<file path="config.mk">
export PLATFORM = sky130hd
export DESIGN_NAME = opcode_issuer
export DESIGN_NICKNAME = d
export VERILOG_FILES = /design/src/rtl/issuer_pkg.sv /design/src/rtl/issuer_pc.sv /design/src/rtl/opcode_issuer.sv
export SDC_FILE = /design/constraint.sdc
export NUM_CORES = 1
export LEC_CHECK = 0
export ABC_CLOCK_PERIOD_IN_PS = 3900
export CAP_MARGIN = 5
export CORE_ASPECT_RATIO = 0.8
export CORE_MARGIN = 4
export CORE_UTILIZATION = 45
export CTS_BUF_LIST = sky130_fd_sc_hd__clkbuf_8 sky130_fd_sc_hd__clkbuf_16
export DETAILED_ROUTE_END_ITERATION = 8
export GPL_TIMING_DRIVEN = 0
export PLACE_DENSITY = 0.85
export RECOVER_POWER = 50
export SYNTH_ARGS = -nofsm -noshare
export SYNTH_HDL_FRONTEND = slang
export SYNTH_SLANG_ARGS = --single-unit
</file>
<file path="constraint.sdc">
create_clock -name clk -period 3.9 [get_ports clk]
set_input_delay 0.39 -clock clk [delete_from_list [all_inputs] [get_ports clk]]
set_output_delay 0.39 -clock clk [all_outputs]
set_load 0.01 [all_outputs]
</file>
<file path="src/rtl/issuer_pkg.sv">
// Shared definitions for the opcode issuer and the controller it feeds:
// FSM states, instruction field positions and the opcode set.
package issuer_pkg;

    typedef enum logic [2:0] {
        IDLE,
        FETCH,
        WAIT,
        ISSUE,
        HALT
    } issuer_state_t;

    localparam logic [2:0] HALT_CODE_DEFAULT = 3'b111;

    // Instruction word layout: opcode in the top three bits, operand below.
    localparam int OPCODE_MSB  = 15;
    localparam int OPCODE_LSB  = 13;
    localparam int OPERAND_MSB = 12;
    localparam int OPERAND_LSB = 0;

    localparam logic [2:0] OP_NOP    = 3'b000;
    localparam logic [2:0] OP_LOAD   = 3'b001;
    localparam logic [2:0] OP_STORE  = 3'b010;
    localparam logic [2:0] OP_ADD    = 3'b011;
    localparam logic [2:0] OP_SUB    = 3'b100;
    localparam logic [2:0] OP_BRANCH = 3'b101;
    localparam logic [2:0] OP_JUMP   = 3'b110;
    localparam logic [2:0] OP_HALT   = 3'b111;

endpackage

</file>
<file path="src/rtl/issuer_pc.sv">
// Program counter with clear, load and wrapping increment (priority in that order).
// pc_next is exposed so the fetch address can be registered alongside the PC.
module issuer_pc #(
    parameter int PC_W = 8
) (
    input  logic            clk,
    input  logic            rst,
    input  logic            clear,
    input  logic            load,
    input  logic [PC_W-1:0] load_value,
    input  logic            inc,
    output logic [PC_W-1:0] pc,
    output logic [PC_W-1:0] pc_next
);

    always_comb begin
        pc_next = pc;
        if (clear) begin
            pc_next = '0;
        end else if (load) begin
            pc_next = load_value;
        end else if (inc) begin
            pc_next = pc + 1'b1;
        end
    end

    always_ff @(posedge clk or negedge rst) begin
        if (!rst) begin
            pc <= '0;
        end else begin
            pc <= pc_next;
        end
    end

endmodule

</file>
<file path="src/rtl/opcode_issuer.sv">
// Fetches instruction words from program memory and issues their opcode and
// operand to a controller over a valid/ready handshake, one issue per three cycles.
module opcode_issuer
    import issuer_pkg::*;
#(
    parameter int         PC_W      = 8,
    parameter logic [2:0] HALT_CODE = HALT_CODE_DEFAULT
) (
    input  logic            clk,
    input  logic            rst,
    input  logic            start,
    output logic            mem_rd,
    output logic [PC_W-1:0] mem_addr,
    input  logic [15:0]     mem_rdata,
    output logic [2:0]      code,
    output logic [12:0]     operand,
    output logic            code_valid,
    input  logic            code_ready,
    input  logic            redirect,
    input  logic [PC_W-1:0] redirect_pc,
    output logic [PC_W-1:0] pc,
    output logic            halted,
    output logic [15:0]     issue_count
);

    issuer_state_t   state;
    logic [PC_W-1:0] pc_next;
    logic            handshake;
    logic            redirect_ok;
    logic            start_ok;
    logic            pc_inc;

    // code_valid is only ever high in ISSUE, so it alone qualifies a handshake.
    assign handshake   = code_valid && code_ready;
    assign redirect_ok = redirect && (state == FETCH || state == WAIT || state == ISSUE);
    assign start_ok    = start && (state == IDLE || state == HALT);
    assign pc_inc      = handshake && (code != HALT_CODE) && !redirect_ok;

    issuer_pc #(
        .PC_W(PC_W)
    ) u_pc (
        .clk       (clk),
        .rst       (rst),
        .clear     (start_ok),
        .load      (redirect_ok),
        .load_value(redirect_pc),
        .inc       (pc_inc),
        .pc        (pc),
        .pc_next   (pc_next)
    );

    // A redirect always restarts the fetch at redirect_pc and wins over both
    // the increment and HALT entry; a read already in flight is simply not latched.
    always_ff @(posedge clk or negedge rst) begin
        if (!rst) begin
            state       <= IDLE;
            mem_rd      <= 1'b0;
            mem_addr    <= '0;
            code        <= '0;
            operand     <= '0;
            code_valid  <= 1'b0;
            halted      <= 1'b0;
            issue_count <= '0;
        end else begin
            if (handshake && issue_count != 16'hFFFF) begin
                issue_count <= issue_count + 16'd1;
            end

            case (state)
                IDLE, HALT: begin
                    if (start) begin
                        state    <= FETCH;
                        mem_rd   <= 1'b1;
                        mem_addr <= pc_next;
                        halted   <= 1'b0;
                    end
                end
                FETCH: begin
                    if (redirect) begin
                        mem_rd   <= 1'b1;
                        mem_addr <= pc_next;
                    end else begin
                        mem_rd <= 1'b0;
                        state  <= WAIT;
                    end
                end
                WAIT: begin
                    if (redirect) begin
                        state    <= FETCH;
                        mem_rd   <= 1'b1;
                        mem_addr <= pc_next;
                    end else begin
                        code       <= mem_rdata[OPCODE_MSB:OPCODE_LSB];
                        operand    <= mem_rdata[OPERAND_MSB:OPERAND_LSB];
                        code_valid <= 1'b1;
                        state      <= ISSUE;
                    end
                end
                ISSUE: begin
                    if (redirect) begin
                        state      <= FETCH;
                        code_valid <= 1'b0;
                        mem_rd     <= 1'b1;
                        mem_addr   <= pc_next;
                    end else if (code_ready) begin
                        code_valid <= 1'b0;
                        if (code == HALT_CODE) begin
                            state  <= HALT;
                            halted <= 1'b1;
                        end else begin
                            state    <= FETCH;
                            mem_rd   <= 1'b1;
                            mem_addr <= pc_next;
                        end
                    end
                end
                default: begin
                    state      <= IDLE;
                    mem_rd     <= 1'b0;
                    code_valid <= 1'b0;
                end
            endcase
        end
    end

endmodule
</file>
==> results.toml, run 1 <==
[routing]
ant_nets = 0
finalWirelength_um = 6410
drt_iter0_drc = 201
drt_first_pass_iters = 4
routedWlPerCell_um = 16.6
dr_total_vias = 2173
drcViolationCount = 0
via_per_inst = 5.64

[logic_synthesis]
yosysMostFrequentCell = "dfrtp_1"
syn_nets = 252
syn_area_um2 = 2550
ys_seq_area_share_pct = 52.9
ys_ff_latch = 54
synth_top_area_share_pct = 52.9
synth-edff-count = 0
synth_area_leaders = "dfrtp_1, mux2_2, xor2_1"
synth_common_cells = "dfrtp_1, mux2_2, o21ai_0"
async_flop_share_pct = 100
avgSynthCellArea_um2 = 11.5
yosysWarnings = 0
ys.flop_type = "dfrtp_1"
syn_inst = 221
synth_top_area_cell = "dfrtp_1"
ys_types = 45

[layout]
n_antenna_cell = 0
layout-drive-gt1-share_pct = 14.0
area.growth.synth_to_final_pct = 38.7
nets = 337
final_area_um2 = 3540
fillCellCount = 442
multi_input_area_um2 = 1120
seqCellArea_um2 = 1350

[timing]
hold_violations = 0
tightest_slew_ps = 1060
slew_headroom_pct = 29.3
finalSetupViolCount = 0
fin_crit_sh_pct = 55.7
setup_ws_ps = 1730
rsz0062_at_grt = "no"
tns_ps = 0
final.min_clock_period_ps = 2170
drv_slew = 0
fin_worst_skew_ps = 3.63
max_freq_mhz = 460

[pwr]
ir_drop_v = 0.000427
powerDensity_nw_per_um2 = 686
total_power_mw = 2.43
power.leakage_nw = 1.50

[floorplan]
row_count = 24
coreArea_um2 = 5470
dieArea_um2 = 6950
die_h_um = 75.4
start_util_pct = 46.7
pin_count = 80
die_w_um = 92.2

[worst_setup_path]
path_max_fanout = 9
critPathLaunchType = "register"
worst_ep_required_time_ps = 4090
worstRegToRegCells = 7
crit_type = "register to register"
end_kind = "register"
cp.arrival_ps = 2360

[hold_path]
min_path_type = "primary input to asynchronous set/reset pin"

[global_route]
grt_pass1_vias = 2137
globalRouteTotalUtil_pct = 18.4
grt_pass1_wl_um = 10100
grt_overflow = 0
grt_max_degree = 38
antenna_found_initial = 0

[clocking]
clock-sinks = 54
h-tree-depth = 2
cts-root-buf = "clkbuf_8"
cts-resized-gates = 0
post-cts-setup-buffers = 0
clk_latency_ps = 300
cts_made_buffers = 5
cts_tree = "built"
ctsHoldBuffers = 0
clock_path_buffers = 2
clk_pin_slew_ps = 90

[place]
preCtsSetupSlack_ps = 1590
dp_hpwl_um = 4830
place.gp.congestion = 0.893
dpl_cell_area_um2 = 3440
port_buffers = 77

[run]
cap_violations = 0

[run_status]
run_status = "finished, final reports clean"
==> critical path, stage by stage (launching register included) <==
cell and delay (ps):
dfrtp_1 360, buf_2 170, or3b_1 350, clkbuf_1 190, o32ai_4 350, or2_1 170, buf_6 150, mux2_4 310
==> routing by layer <==
| metal | up-vias | share of wire [%] | track usage [%] |
|---|---|---|---|
| met2 | 82 | 47 | 29.6 |
| li1 | 1014 | - | - |
| met3 | 10 | 8.8 | 6.12 |
| met5 | - | 0 | 0 |
| met4 | 0 | 1.3 | 5.60 |
| met1 | 1067 | 43 | 24.3 |
==> report_power, final <==
| group | leakage, nW | internal (mW) | switching, mW | total, mW |
|---|---|---|---|---|
| Clock | 0.0579 | 0.189 | 0.175 | 0.364 |
| Sequential | 0.672 | 0.774 | 0.179 | 0.953 |
| Combinational | 0.768 | 0.607 | 0.505 | 1.11 |
==> kinds of logic (layout without fill, tap and decap cells) <==
logic type      after synthesis  in the layout  share of synthesized area [%]
mux                          21             21                           9.85
buf+inv                      13             99                           3.04
compound gates               47             47                           13.3
simple gates                 72             72                           15.7
xor+xnor                     12             12                           4.12
fa+ha+maj                     2              2                          0.980
flops                        54             54                           52.9
==> cell type report <==
class                   instances  share of cell area, %
multi-input cells             154                   31.7
inverters                       1                  0.106
clock inverters                 3                   1.13
flip-flops and latches         54                   38.2
well taps                      78                   2.76
plain buffers                  12                   2.01
clock buffers                   5                   1.94
repair buffers                 78                   22.2
==> cell usage in the layout (no fill, tap or decap), types with 4 or more instances in the layout <==
cell,count
nor4_1,11
nand2_1,9
mux2_2,17
nor2_1,8
clkbuf_8,5
clkbuf_1,6
a21oi_1,7
clkdlybuf4s50_1,55
dlygate4sd3_1,21
o21ai_0,13
and3_1,5
o31ai_1,5
dfrtp_1,54
nand4_1,9
nor3_1,10
xor2_1,11
nand3_1,8
mux2_4,4
==> registers in the layout (all words and copies together), names as in the netlist <==
signal and count:
code 3, code_valid 1, halted 1, issue_count 16, mem_addr 8, mem_rd 1, operand 13, state 3
u_pc.pc 8
==> through the flow <==
stage                     hold slack (ps)  utilization [%]  std cells
after floorplan                      94.4                -        221
after detailed placement              352             62.9        377
after global routing                  294             64.8        385
final                                 253             64.8        385
after global placement                478             62.6        376
after CTS                            21.3             64.9        385
==> final timing paths <==
kind / startpoint / end / slack (ps)
max reg2reg: state[2] / mem_addr[0] / 1730
min reg2reg: issue_count[15] / issue_count[15] / 500
max in group asynchronous: rst / state[1] / 2910
min in group clk: redirect / state[1] / 290
max: state[2] / mem_addr[0] / 1730
min: rst / mem_addr[4] / 250
Power figures use the tool's default switching activity.
==> inputs of run 2 (changes only) <==
Settings changed: ABC_CLOCK_PERIOD_IN_PS 3900 to 1900, CORE_UTILIZATION 45 to 42, PLACE_DENSITY 0.85 to 0.83.
Clock period 3.9 ns to 1.9 ns, I/O delays scaled along.
==> run 2 against run 1 <==
  * Non-clock buffer count rose by 8
  * Combinational power rose by 130%
  * Cell count rose by 2.9%
  * Critical path type unchanged
  * Largest cell class unchanged
==> results.toml, run 2 (synthesis results as in run 1) <==
[layout]
final_area_um2 = 3710
nets = 345
area.growth.synth_to_final_pct = 45.3
final_cell_mix = "clkdlybuf4s50_1, dfrtp_1, mux2_2"
final_common_cell = "clkdlybuf4s50_1"
top_register = "issue_count"
n_antenna_cell = 0
largest_register_ffs = 16
fillCellCount = 460
layout-drive-gt1-share_pct = 21.0
reg_top3 = "issue_count: 16 flops, operand: 13 flops"

[clocking]
cts_tree = "built"
clock_path_buffers = 2
cts-root-buf = "clkbuf_8"
clk_pin_slew_ps = 100
cts_made_buffers = 5
clk_latency_ps = 320
h-tree-depth = 2
clock-sinks = 54

[global_route]
grt_pass1_wl_um = 10800
grt_util_met1_pct = 26.9
grt_overflow = 0
met3_usage_pct = 6.01
grt_util_met2_pct = 26.9
gr-max-usage-layer = "met1"
antenna_found_initial = 0
globalRouteTotalUtil_pct = 18.5
grt_pass1_vias = 2125
grt_max_degree = 33

[timing]
slew_headroom_pct = 13.8
max_freq_mhz = 530
rsz0062_at_grt = "yes"
tightest_slew_ps = 1290
fin_crit_sh_pct = 99.2
fin_worst_skew_ps = 10.6
finalSetupViolCount = 0
hold_violations = 0
drv_slew = 0
setup_ws_ps = 14.4
final.min_clock_period_ps = 1890

[pwr]
seqPwrFrac_pct = 36.8
swShare_pct = 35.2
combPwrFrac_pct = 48.3
ir_drop_v = 0.00108
p_int_mw = 3.43
power_switching_mw = 1.86
powerDensity_nw_per_um2 = 1430
clkPwrFrac_pct = 14.9
power.leakage_nw = 1.57

[worst_setup_path]
crit_chain = "buf_6, or3b_4, o32ai_4, or2_1, buf_6, mux2_4"
timing.critical_path.buf_inv = 2
crit_path_max_incr_delay_ps = 420
critical_path.top_delay_family = "simple AND/OR/NAND/NOR gates"
cp.arrival_ps = 2090
worst_ep_required_time_ps = 2100
path_max_fanout = 6
critPathLaunchType = "register"
cp_common_cell = "buf_6"
crit_type = "register to register"
end_kind = "register"
slowest_stage = "or3b_4"

[run_status]
run_status = "finished, final reports clean"

[floorplan]
die_h_um = 77.7
die_w_um = 95.2
pin_count = 80
start_util_pct = 43.2
row_count = 25
coreArea_um2 = 5910
dieArea_um2 = 7400

[routing]
dr_total_vias = 2217
ant_nets = 0
drcViolationCount = 0
finalWirelength_um = 6620
via_per_inst = 5.60
routedWlPerCell_um = 16.7
drt_iter0_drc = 133
drt_first_pass_iters = 4

[place]
preCtsSetupSlack_ps = -172
dp_hpwl_um = 4740
place.gp.congestion = 0.852
port_buffers = 77
dpl_cell_area_um2 = 3450

[hold_path]
min_path_type = "primary input to register"

[run]
cap_violations = 0
[run 2: cell count changes in the layout (fill, tap and decap cells not counted), sizes merged]
cell           delta
dlygate4sd3      -18
inv               +1
clkbuf            -4
buf              +11
clkdlybuf4s50    +19
clkinv            -1
[run 2: area by class of cell]
type / instances / area [um2] / area share, %
inverter: 1 / 3.75 / 0.101
clock buffer: 5 / 68.8 / 1.86
multi-input combinational: 154 / 1200 / 32.4
tap: 81 / 101 / 2.73
sequential: 54 / 1350 / 36.4
clock inverter: 3 / 43.8 / 1.18
buffer: 7 / 56.3 / 1.52
timing repair buffer: 91 / 882 / 23.8
[run 2: repair_timing]
action,4_1_cts,5_1_grt
pin swaps,3,4
setup endpoints to repair,21,27
hold endpoints to repair,22,0
gates cloned,1,0
hold buffers,1,0
setup buffers,6,5
resized for setup,6,11
[run 2: final timing paths]
kind | startpoint | endpoint | slack (ps) | cells past startpoint
worst max-delay path | state[1] | mem_addr[1] | 10 | 6
worst min-delay path | redirect | state[1] | 60 | 2
worst max register to register | state[1] | mem_addr[1] | 10 | 6
worst min register to register | issue_count[15] | issue_count[15] | 500 | 1
max in group asynchronous | rst | operand[8] | 430 | 3
min in group asynchronous | rst | mem_addr[7] | 700 | 2
[run 2: per-stage QoR]
step,power [mW],setup TNS (ps),hold WS [ps],instances,utilization [%]
after floorplan,3.12,-68.3,-106,221,-
after global placement,4.27,-55380,396,379,58.1
after detailed placement,4.34,-2360,204,380,58.4
after CTS,5.26,-269,53.7,395,61.7
after global routing,5.62,-211,64.6,396,62.7
final,5.30,0,59.9,396,62.7
[run 2: per-layer routing]
layer	routed length, um	up-vias
met4	67	0
li1	-	1039
met1	3000	1086
met5	0	-
met2	3050	81
met3	508	11
[run 2: worst register-to-register path, delay by kind of cell, from the launching register on]
| kind | cells | cell delay (ps) |
|---|---|---|
| compound gates | 1 | 240 |
| buf+inv | 2 | 260 |
| flops | 1 | 350 |
| mux | 1 | 300 |
| simple gates | 2 | 610 |
[run 2: power by group through the flow]
stage          sequential [mW]  clock (mW)  combinational [mW]
2_1_floorplan             2.11           0                1.01
3_3_place_gp              1.95           0                2.31
3_5_place_dp              1.97           0                2.37
4_1_cts                   1.94       0.810                2.51
5_1_grt                   2.02       0.850                2.76
6_report                  1.95       0.791                2.56
